## src/rtl/sort_sched_pkg.sv

```systemverilog
// Shared types and default sizing for the sort job scheduler.
//   sched_state_t : scheduler FSM state encoding
//   DEF_NREQ      : default number of requesters
//   DEF_BANK_W    : default ROM bank-select width
//   DEF_TIMEOUT   : default RUN-cycle limit (used only with SORT_SCHED_TIMEOUT_EN)
package sort_sched_pkg;

   typedef enum logic [2:0] {
      IDLE  = 3'd0,
      GRANT = 3'd1,
      START = 3'd2,
      RUN   = 3'd3,
      CLEAR = 3'd4
   } sched_state_t;

   localparam int DEF_NREQ    = 4;
   localparam int DEF_BANK_W  = 2;
   localparam int DEF_TIMEOUT = 1023;

endpackage

```

## src/rtl/sort_job_scheduler_rr_arbiter.sv

```systemverilog
// Combinational round-robin pick for the sort job scheduler.
// Ports:
//   req     [NREQ-1:0]  pending request bits
//   rr_ptr  [IDX_W-1:0] highest-priority index for this pick
//   winner  [IDX_W-1:0] first set req bit at or after rr_ptr, wrapping
//   any_req             at least one request pending
module rr_arbiter #(
   parameter int NREQ  = 4,
   parameter int IDX_W = $clog2(NREQ)
) (
   input  logic [NREQ-1:0]  req,
   input  logic [IDX_W-1:0] rr_ptr,
   output logic [IDX_W-1:0] winner,
   output logic             any_req
);

   logic [IDX_W-1:0] idx;

   // Walk from the farthest offset down to offset 0 so the candidate
   // closest to rr_ptr is the last one written and therefore wins.
   always_comb begin
      winner = '0;
      idx    = '0;
      for (int i = NREQ - 1; i >= 0; i--) begin
         idx = IDX_W'((int'(rr_ptr) + i) % NREQ);
         if (req[idx]) begin
            winner = idx;
         end
      end
   end

   assign any_req = |req;

endmodule

```

## src/rtl/sort_job_scheduler.sv

```systemverilog
// Round-robin scheduler sharing one heap-sort engine between NREQ requesters.
// Build option: define SORT_SCHED_TIMEOUT_EN to add a RUN-cycle counter that
// aborts a job after TIMEOUT cycles without eng_done and pulses err.
// Ports:
//   clk, reset            clock, synchronous active-high reset
//   req      [NREQ]       level request per requester, held until ack/err
//   req_bank [NREQ*BANK_W] per-requester bank, sampled at grant
//   ack      [NREQ]       one-cycle success pulse to the owner
//   err      [NREQ]       one-cycle abort pulse to the owner
//   eng_start             one-cycle engine start
//   eng_bank [BANK_W]     bank of current job
//   eng_rst               engine reset, active-high
//   eng_done              engine done level
//   busy                  high outside IDLE
//   owner    [log2 NREQ]  current job owner
//
// state | meaning
// IDLE  | engine held in reset, waiting for any request
// GRANT | owner and bank latched, engine released from reset
// START | eng_start pulse, run counter cleared
// RUN   | waiting for eng_done (or timeout when enabled)
// CLEAR | ack/err pulse to owner, engine back into reset, rr_ptr advanced
module sort_job_scheduler
   import sort_sched_pkg::*;
#(
   parameter int NREQ    = DEF_NREQ,
   parameter int BANK_W  = DEF_BANK_W,
   parameter int TIMEOUT = DEF_TIMEOUT,
   localparam int OWN_W  = $clog2(NREQ)
) (
   input  logic                   clk,
   input  logic                   reset,
   input  logic [NREQ-1:0]        req,
   input  logic [NREQ*BANK_W-1:0] req_bank,
   output logic [NREQ-1:0]        ack,
   output logic [NREQ-1:0]        err,
   output logic                   eng_start,
   output logic [BANK_W-1:0]      eng_bank,
   output logic                   eng_rst,
   input  logic                   eng_done,
   output logic                   busy,
   output logic [OWN_W-1:0]       owner
);

   sched_state_t      state_q, state_d;
   logic              abort_d;
   logic              timeout_hit;
   logic [OWN_W-1:0]  rr_ptr_q, rr_ptr_d;
   logic [OWN_W-1:0]  winner;
   logic              any_req;

   logic [NREQ-1:0]   ack_d, err_d;
   logic              eng_start_d, eng_rst_d, busy_d;
   logic [BANK_W-1:0] eng_bank_d;
   logic [OWN_W-1:0]  owner_d;

   rr_arbiter #(
      .NREQ  (NREQ),
      .IDX_W (OWN_W)
   ) u_arb (
      .req     (req),
      .rr_ptr  (rr_ptr_q),
      .winner  (winner),
      .any_req (any_req)
   );

`ifdef SORT_SCHED_TIMEOUT_EN
   localparam int CNT_W = $clog2(TIMEOUT + 1);
   logic [CNT_W-1:0] run_cnt_q;

   // Counter reads k in the k-th RUN cycle after entry (0-based), so the
   // abort decision at count TIMEOUT lands err TIMEOUT+1 cycles after entry.
   always_ff @(posedge clk) begin
      if (reset) begin
         run_cnt_q <= '0;
      end else if (state_q == START) begin
         run_cnt_q <= '0;
      end else if (state_q == RUN) begin
         run_cnt_q <= run_cnt_q + 1'b1;
      end
   end

   assign timeout_hit = (run_cnt_q == CNT_W'(TIMEOUT));
`else
   logic [31:0] unused_timeout;
   assign unused_timeout = 32'(TIMEOUT);
   assign timeout_hit    = 1'b0;
`endif

   always_ff @(posedge clk) begin
      if (reset) begin
         state_q <= IDLE;
      end else begin
         state_q <= state_d;
      end
   end

   always_comb begin
      state_d = state_q;
      abort_d = 1'b0;
      case (state_q)
         IDLE:  if (any_req) state_d = GRANT;
         GRANT: state_d = START;
         START: state_d = RUN;
         RUN: begin
            if (eng_done) begin
               state_d = CLEAR;
            end else if (timeout_hit) begin
               state_d = CLEAR;
               abort_d = 1'b1;
            end
         end
         CLEAR: state_d = IDLE;
         default: state_d = IDLE;
      endcase
   end

   // Output values are computed from the upcoming state and registered, so
   // each output is a flop whose timing matches the state it belongs to.
   always_comb begin
      ack_d       = '0;
      err_d       = '0;
      eng_start_d = (state_d == START);
      eng_rst_d   = (state_d == IDLE) || (state_d == CLEAR);
      busy_d      = (state_d != IDLE);
      eng_bank_d  = eng_bank;
      owner_d     = owner;
      rr_ptr_d    = rr_ptr_q;
      if ((state_q == IDLE) && (state_d == GRANT)) begin
         owner_d    = winner;
         eng_bank_d = req_bank[winner*BANK_W +: BANK_W];
      end
      if (state_d == CLEAR) begin
         if (abort_d) begin
            err_d[owner] = 1'b1;
         end else begin
            ack_d[owner] = 1'b1;
         end
      end
      if (state_q == CLEAR) begin
         rr_ptr_d = (owner == OWN_W'(NREQ - 1)) ? '0 : owner + 1'b1;
      end
   end

   always_ff @(posedge clk) begin
      if (reset) begin
         ack       <= '0;
         err       <= '0;
         eng_start <= 1'b0;
         eng_bank  <= '0;
         eng_rst   <= 1'b1;
         busy      <= 1'b0;
         owner     <= '0;
         rr_ptr_q  <= '0;
      end else begin
         ack       <= ack_d;
         err       <= err_d;
         eng_start <= eng_start_d;
         eng_bank  <= eng_bank_d;
         eng_rst   <= eng_rst_d;
         busy      <= busy_d;
         owner     <= owner_d;
         rr_ptr_q  <= rr_ptr_d;
      end
   end

endmodule

```

## config.mk

```make
export PLATFORM = sky130hd
export DESIGN_NAME = sort_job_scheduler
export DESIGN_NICKNAME = d
export VERILOG_FILES = /design/src/rtl/sort_sched_pkg.sv /design/src/rtl/sort_job_scheduler_rr_arbiter.sv /design/src/rtl/sort_job_scheduler.sv
export SDC_FILE = /design/constraint.sdc
export NUM_CORES = 1
export LEC_CHECK = 0
export BUFFER_PORTS_ARGS = -buffer_cell sky130_fd_sc_hd__buf_4
export CELL_PAD_IN_SITES_DETAIL_PLACEMENT = 0
export CELL_PAD_IN_SITES_GLOBAL_PLACEMENT = 2
export CORE_ASPECT_RATIO = 0.75
export CORE_MARGIN = 1
export CORE_UTILIZATION = 29
export CTS_CLUSTER_DIAMETER = 200
export CTS_CLUSTER_SIZE = 25
export DETAILED_ROUTE_END_ITERATION = 6
export GPL_TIMING_DRIVEN = 0
export PLACE_DENSITY_LB_ADDON = 0.08
export SLEW_MARGIN = 15
export SYNTH_ARGS = -nofsm -noshare
export SYNTH_HDL_FRONTEND = slang
export SYNTH_HIERARCHICAL = 1
export SYNTH_SLANG_ARGS = --single-unit
```

## constraint.sdc

```tcl
create_clock -name clk -period 2.99 [get_ports clk]
set_input_delay 0 -clock clk [delete_from_list [all_inputs] [get_ports clk]]
set_output_delay 0 -clock clk [all_outputs]
set_load 0.05 [all_outputs]
```

Word level (Yosys, flattened, before mapping)
Cells that the tools add are included.
{"block": "word_totals", "elab_cells": 54, "reg_bits": 16, "output_inout_bits": 15, "in_bits": 15}
{"block": "op_classes", "n_shift": 1, "muxes": 18, "n_eq_ne": 8, "n_addsub": 4, "reduce_logical": 8, "magnitude_cmp": 6, "n_bitwise": 1}
{"op": "2-bit by 3-bit less-than comparator with 1-bit output, second input constant", "n": 5}
{"op": "3-bit case mux with 4 select lines", "n": 1}
{"op": "2-bit two-way mux", "n": 5}
{"op": "3-bit by 2-bit equality test with 1-bit output, second input constant", "n": 3}
{"op": "1-bit binary-select mux with 2-bit select", "n": 4}
{"op": "8-bit by 4-bit indexed part select with 2-bit output", "n": 1}
{"op": "3-bit by 1-bit equality test with 1-bit output, second input constant", "n": 2}
{"op": "3-bit equality test, second input constant", "n": 2}
{"op": "3-bit logical NOT", "n": 2}
{"op": "3-bit two-way mux", "n": 2}
{"op": "1-bit two-way mux", "n": 5}
{"op": "2-bit by 1-bit adder with 2-bit output, second input constant", "n": 2}
{"op": "2-bit adder, second input constant", "n": 2}
{"op": "4-bit OR reduction", "n": 1}
{"op": "3-bit nonzero test", "n": 1}
{"op": "1-bit demux with 2-bit select", "n": 1}
{"op": "2-bit equality test, second input constant", "n": 1}
{"op": "2-bit by 1-bit greater-or-equal comparator with 1-bit output, second input constant", "n": 1}
{"op": "1-bit logical AND", "n": 2}
{"op": "2-bit OR reduction", "n": 1}
{"op": "1-bit logical OR", "n": 1}
{"op": "1-bit NOT", "n": 1}

Logic depth before layout (Yosys ltp)
Gate-level depths: netlist (run 1).
{"block": "depth", "ltp_word": 8, "depth_mapped": 6, "mapped_depth_nobuf": 6}

Cells and area by module
The synthesis (run 1) kept the hierarchy.
{"module": "sort_job_scheduler", "n_inst": 1, "seq_area_each_um2": 320.3, "cells_each": 61, "area_per_inst_um2": 678.2}
{"module": "rr_arbiter", "n_inst": 1, "seq_area_each_um2": 0.0, "cells_each": 13, "area_per_inst_um2": 77.6}

Worst setup path before layout (run 1)
No wires, ideal clock.
{"block": "synth_path", "kind": "flip-flop to flip-flop", "from": "register rr_ptr_q[1]", "to": "register eng_bank[0]", "arrival_time_ns": 1.531, "t_required_ns": 2.864, "path_stages_with_launch": 7, "synth_period_minus_slack_ns": 1.657, "setup_slack_ns": 1.333, "path_cell_list": "dfxtp_1 nand2b_1 a21oi_1 a211oi_2 mux4_2 mux2i_1 nor2_1"}
{"block": "synth_between", "elab_chain_len": 8}
{"element": "start, declared", "line_no": "sort_job_scheduler.sv:48", "source": "logic [OWN_W-1:0] rr_ptr_q, rr_ptr_d;"}
{"element": "start signal, assigned", "line_no": "sort_job_scheduler.sv:163", "source": "rr_ptr_q <= rr_ptr_d;"}
{"element": "2-bit adder", "line_no": "sort_job_scheduler_rr_arbiter.sv:25", "source": "idx = IDX_W'((int'(rr_ptr) + i) % NREQ);"}
{"element": "1-bit binary-select mux with 2-bit select", "line_no": "sort_job_scheduler_rr_arbiter.sv:26", "source": "if (req[idx]) begin"}
{"element": "1-bit two-way mux (not written as such)", "line_no": "sort_job_scheduler_rr_arbiter.sv:26"}
{"element": "2-bit two-way mux (3 in series)", "line_no": "sort_job_scheduler_rr_arbiter.sv:26"}
{"element": "2-bit two-way mux (*)", "line_no": "sort_job_scheduler_rr_arbiter.sv:26"}
{"element": "net winner[0]", "line_no": "sort_job_scheduler.sv:49", "source": "logic [OWN_W-1:0] winner;"}
{"element": "8-bit by 4-bit indexed part select with 2-bit output (*)", "line_no": "sort_job_scheduler.sv:131", "source": "eng_bank_d = req_bank[winner*BANK_W +: BANK_W];"}
{"element": "end signal, assigned", "line_no": "sort_job_scheduler.sv:159", "source": "eng_bank <= eng_bank_d;"}
{"element": "end, declared", "line_no": "sort_job_scheduler.sv:38", "source": "output logic [BANK_W-1:0] eng_bank,"}
The timed path passes the listed nets; every way through them passes the cells marked *. The select of a mux whose other input is x is not followed.
A chain may end at the register's enable or synchronous reset.

Worst setup path in the final report (run 1)
Same ends and word-level chain as after synthesis.

==> results_dict.tcl, run 1 <==
set metrics [dict create \
    cts_root_buffer "clkbuf_4" \
    critical_path_class "reg -> reg" \
    wl_um 1480 \
    whs_ns 0.02845 \
    status "complete, no violations" \
    maxSlewViolCount 0 \
    dieArea_um2 2816 \
    route.detailed.drc 0 \
    grt_pass1_wl_um 2318 \
    p_per_area_nw_per_um2 483.3 \
    nets 125 \
    hold_viol 0 \
    place_hpwl_um 1143 \
    worst_setup_path_end_kind "flop" \
    crit_path_top_delay_cell "mux4_2" \
    die_y_um 46.21 \
    yosysSeqAreaShare_pct 42.38 \
    synth_area_um2 755.7 \
    final_cell_mix "buf_4, dfxtp_1, nor2_1, mux2i_1, and2_1" \
    dp_slack_ns 1.115 \
    drive_gt1_share_pct 38.10 \
    min_path_type "in -> reg" \
    post_cts_buffers 0 \
    startpoint "rr_ptr_q[1]$_SDFFE_PP0N_" \
    ant_nets 0 \
    min_period_ns 1.877 \
    clk_latency_ns 0.28 \
    clock-sinks 16 \
    placed_area_um2 989.7 \
    routabilityCongestion 0.6362 \
    drv_cap 0 \
    dr_total_vias 598 \
    vias_per_cell 4.302 \
    fmax_ghz 0.5328 \
    reg2reg_from "rr_ptr_q[1]$_SDFFE_PP0N_" \
    wl_per_cell_um 10.65 \
    syn_area_per_cell_um2 10.21 \
    startpoint_type "flop" \
    design_area_um2 1026 \
    fin_skew_ns 0.0009055 \
    start_util_pct 31.71 \
    ir_worst_vdd_v 0.0001648 \
    final_core_util_pct 43.04 \
    ff2ff_setup_slack_ns 1.11 \
    synth_warnings 6 \
    synth-seq-cells 16 \
    worstPathArrival_ns 2.05 \
    fin_tns_setup_ns 0 \
    cts_buffers 3 \
    crit_path_max_incr_delay_ns 0.55 \
    ctsHoldBuffers 0 \
    grt_max_degree 10 \
    core_area_um2 2384 \
    hold_start "eng_done" \
    synth_cells 74 \
    p_leak_nw 0.4829 \
    worst_slack_ns 1.113 \
    first_global_vias 505 \
    numPortBuffers 24 \
    clockBufferDepth 2 \
    rows 15 \
    path_clk_slew_ns 0.09 \
    grt_usage_pct 11.85 \
    n_antenna_cell 0 \
    dieWidth_um 60.95 \
    post-route-period-util_pct 62.77 \
    final_common_cell "buf_4" \
    rsz0062_at_grt "no" \
    placed_cells 135 \
    critical_path.top_delay_family "multiplexers" \
    path_buf_inv 0 \
    cts_tree "built" \
    cp_data_required_time_ns 3.16 \
    setup_viol 0 \
    ys_types 24 \
    worstPathMaxFanout 6 \
    power_mw 0.4958 \
    cp_cell_sequence "nand2b_1 > a21oi_1 > a211oi_2 > mux4_2 > mux2i_1 > nor2_1" \
    area_growth_syn_to_layout_pct 35.76 \
    fin_cells 139 \
    drtIter0Drc 20 \
    ioPinCount 30 \
    htree_levels 1 \
    antenna_found_initial 0 \
    drtPass1Iterations 3 \
    post_cts_resized 0 \
    globalRouteOverflowTotal 0 \
]
==> cells by family after synthesis <==
logic type / after synthesis / share of synthesized area, %
and+or+nand+nor: 29 / 21.85
DFF: 16 / 42.38
buffers and inverters: 9 / 6.621
muxes: 9 / 15.23
AOI/OAI and AO/OA: 6 / 6.788
adders and majority gates: 4 / 6.623
other: 1 / 0.4962
==> power breakdown <==
part / leakage, nW / internal (mW) / switching (mW)
sequential: 0.131 / 0.224 / 0.00922
combinational: 0.331 / 0.0494 / 0.0702
clock: 0.0210 / 0.0741 / 0.0684
==> synth_stat cells <==
cell type | count | area (um2)
and3_2 | 1 | 7.510
nand2_1 | 3 | 11.26
nor2_1 | 13 | 48.80
mux2i_1 | 7 | 70.07
buf_4 | 4 | 30.03
mux4_2 | 2 | 45.04
nand2b_1 | 2 | 12.51
conb_1 | 1 | 3.750
and2_1 | 5 | 31.28
a211oi_2 | 1 | 12.51
a21oi_1 | 1 | 5.000
a211oi_1 | 1 | 7.510
nor4b_4 | 1 | 23.77
o22ai_1 | 1 | 6.260
clkbuf_1 | 1 | 3.750
nor3_2 | 1 | 10.01
ha_1 | 4 | 50.05
nor3b_1 | 2 | 15.01
o31a_2 | 1 | 10.01
nand3_1 | 1 | 5.000
o211a_1 | 1 | 10.01
dfxtp_1 | 16 | 320.3
inv_1 | 3 | 11.26
buf_2 | 1 | 5.000
==> cell type report <==
class                           instances  area [um2]
Fill cell                             260        1358
Tap cell                               34       42.54
Multi-Input combinational cell         52       396.6
Inverter                                3       11.26
Timing Repair Buffer                   24       180.2
Buffer                                  6       38.79
Clock buffer                            4       36.28
Sequential cell                        16       320.3
==> sequential cells by signal (all words and copies together), names as in the netlist <==
register and cells:
eng_rst 1, eng_bank 2, eng_start 1, busy 1, owner 2, ack 4, rr_ptr_q 2, state_q 3
==> per-layer routing <==
metal	GRT usage, %	share of wire, %	up-vias
met5	0	0	-
met4	2.727	0.47	0
met3	5.056	8.2	2
met2	17.36	37	25
met1	16.07	54	269
li1	-	-	302
==> path summary, 6_finish.rpt <==
check,cells past startpoint,endpoint
setup / recovery,6,eng_bank[0]$_SDFFE_PP0P_
hold / removal,3,eng_rst$_SDFF_PP1_
setup reg to reg,6,eng_bank[0]$_SDFFE_PP0P_
hold reg to reg,2,eng_bank[0]$_SDFFE_PP0P_
==> worst min-delay path, delay by kind of cell <==
kind	cells	cell delay (ns)
buffers and inverters	1	0.08
and+or+nand+nor	2	0.20
Note: power is estimated with default switching activity, not from simulation.
==> inputs of run 2 (changes only) <==
--- a/config.mk
+++ b/config.mk
@@ -10,7 +10,7 @@
 export CELL_PAD_IN_SITES_GLOBAL_PLACEMENT = 2
 export CORE_ASPECT_RATIO = 0.75
 export CORE_MARGIN = 1
-export CORE_UTILIZATION = 29
+export CORE_UTILIZATION = 24
 export CTS_CLUSTER_DIAMETER = 200
 export CTS_CLUSTER_SIZE = 25
 export DETAILED_ROUTE_END_ITERATION = 6
==> constraint.sdc (replaced) <==
create_clock -name clk -period 1.6 [get_ports clk]
set_input_delay 0 -clock clk [delete_from_list [all_inputs] [get_ports clk]]
set_output_delay 0 -clock clk [all_outputs]
set_load 0.05 [all_outputs]
==> results_dict.tcl, run 2 (synthesis gave the netlist of run 1 again) <==
set metrics [dict create \
    status "complete, but fails checks" \
    violations "setup timing" \
    reg_top3 "ack (4), state_q (3)" \
    numPortBuffers 24 \
    first_global_vias 527 \
    seq_power_share_pct 42.4 \
    ir_worst_vdd_v 0.0003590 \
    power.internal_mw 0.7353 \
    drtPass1Iterations 4 \
    drtIter0Drc 10 \
    p_leak_nw 0.5031 \
    area_growth_syn_to_layout_pct 43.05 \
    grt_max_degree 10 \
    path_buf_inv 1 \
    critical_path.top_delay_family "multiplexers" \
    vias_per_cell 4.062 \
    fin_skew_ns 0.005254 \
    path_clk_slew_ns 0.07 \
    rows 17 \
    crit_path_top_delay_cell "mux4_2" \
    clock-sinks 16 \
    critical_path_class "reg -> reg" \
    nets 127 \
    power_mw 1.026 \
    maxSlewViolCount 0 \
    clk_latency_ns 0.25 \
    hold_viol 0 \
    htree_levels 1 \
    wl_um 1479 \
    final_common_cell "buf_4" \
    worst_slack_ns -0.05515 \
    min_period_ns 1.655 \
    worstPathArrival_ns 1.79 \
    antenna_found_initial 0 \
    place_hpwl_um 1156 \
    dieArea_um2 3379 \
    p_comb_share_pct 22.7 \
    crit_path_max_incr_delay_ns 0.48 \
    p_sw_mw 0.2911 \
    final_cell_mix "buf_4, dfxtp_1, nor2_1, mux2i_1, and2_1" \
    grt_pass1_wl_um 2325 \
    setup_viol 2 \
    routabilityCongestion 0.6516 \
    worstPathMaxFanout 6 \
    dr_total_vias 589 \
    cts_tree "built" \
    post-route-period-util_pct 103.4 \
    n_antenna_cell 0 \
    start_util_pct 25.38 \
    ioPinCount 30 \
    cts_buffers 3 \
    rsz0062_at_grt "yes" \
    fmax_ghz 0.6042 \
    crit_top_cell "mux2i_1" \
    ant_nets 0 \
    dieWidth_um 66.80 \
    cts_root_buffer "clkbuf_8" \
    cp_data_required_time_ns 1.73 \
    grt_usage_pct 9.777 \
    globalRouteOverflowTotal 0 \
    top_register "ack" \
    fill_cells 325 \
    startpoint_type "flop" \
    pwr-share-clk_pct 34.9 \
    clockBufferDepth 2 \
    cp_cell_sequence "mux2i_1 > a211oi_2 > buf_4 > mux4_2 > mux2i_1 > nor2_1" \
    drv_cap 0 \
    p_per_area_nw_per_um2 949.5 \
    min_path_type "in -> reg" \
    core_area_um2 2978 \
    sw_frac_of_total_pct 28.36 \
    drive_gt1_share_pct 42.99 \
    route.detailed.drc 0 \
    wl_per_cell_um 10.20 \
    die_y_um 50.60 \
    whs_ns 0.05395 \
    largest_reg_flops 4 \
    worst_setup_path_end_kind "flop" \
    ff2ff_setup_slack_ns -0.06 \
]
## run 2: cell types whose count changed in the layout (fill, tap and decap cells not counted), moves of 2 or more
cell,before,now
buf_4,28,30
clkbuf_4,3,0
clkbuf_8,1,4
dfxtp_1,16,14
## run 2: final timing paths
check / start / to / cells after the start
setup reg to reg: rr_ptr_q[1]$_SDFFE_PP0N_ / eng_bank[0]$_SDFFE_PP0P_ / 6
hold reg to reg: eng_bank[1]$_SDFFE_PP0P_ / eng_bank[1]$_SDFFE_PP0P_ / 2
hold / removal: eng_done / eng_rst$_SDFF_PP1_ / 3
setup / recovery: rr_ptr_q[1]$_SDFFE_PP0N_ / eng_bank[0]$_SDFFE_PP0P_ / 6
## run 2: repair_timing
item / 4_1_cts / 5_1_grt
endpoints found under the setup margin: 2 / 2
hold buffers: 0 / 0
resized for setup: 2 / 2
setup buffers: 2 / 0
pin swaps: 1 / 1
## run 2: layout make-up
| class | count | area, um2 | share of cell area, % |
|---|---|---|---|
| Buffer | 6 | 38.79 | 3.588 |
| Multi-Input combinational cell | 52 | 407.9 | 37.73 |
| Sequential cell | 16 | 325.3 | 30.09 |
| Timing Repair Buffer | 26 | 195.2 | 18.06 |
| Inverter | 3 | 11.26 | 1.042 |
| Tap cell | 38 | 47.55 | 4.398 |
| Clock buffer | 4 | 55.05 | 5.093 |
## run 2: power by group through the flow
stage	Sequential (mW)	Clock [mW]	Combinational [mW]
after global placement	0.446	0	0.227
after CTS	0.436	0.372	0.233
after global routing	0.438	0.397	0.250
after detailed placement	0.446	0	0.228
final	0.435	0.358	0.233
after floorplan	0.497	0	0.107
## run 2: tightest hold or removal path: cells and delay by family
family,cells,cell delay (ns)
and+or+nand+nor,2,0.19
buffers and inverters,1,0.08
## run 2: routing by layer
metal  vias up  part of all wire, %  global-route usage, %
met5         -                    0                      0
met1       260                   49                  12.38
met3         2                  7.1                  5.455
li1        306                    -                      -
met2        21                   43                  14.31
met4         0                 0.54                  2.128
## run 2: per-stage QoR
step	setup WS, ns	TNS (ns)	util [%]	cells	area (um2)
after floorplan	-0.05608	-0.1122	-	77	768.2
after global placement	-0.2452	-0.4748	33.45	139	996.0
after detailed placement	-0.2636	-0.5084	33.45	139	996.0
after CTS	-0.06134	-0.1176	35.92	145	1070
after global routing	-0.1450	-0.2828	36.30	145	1081
final	-0.05515	-0.1019	36.30	145	1081
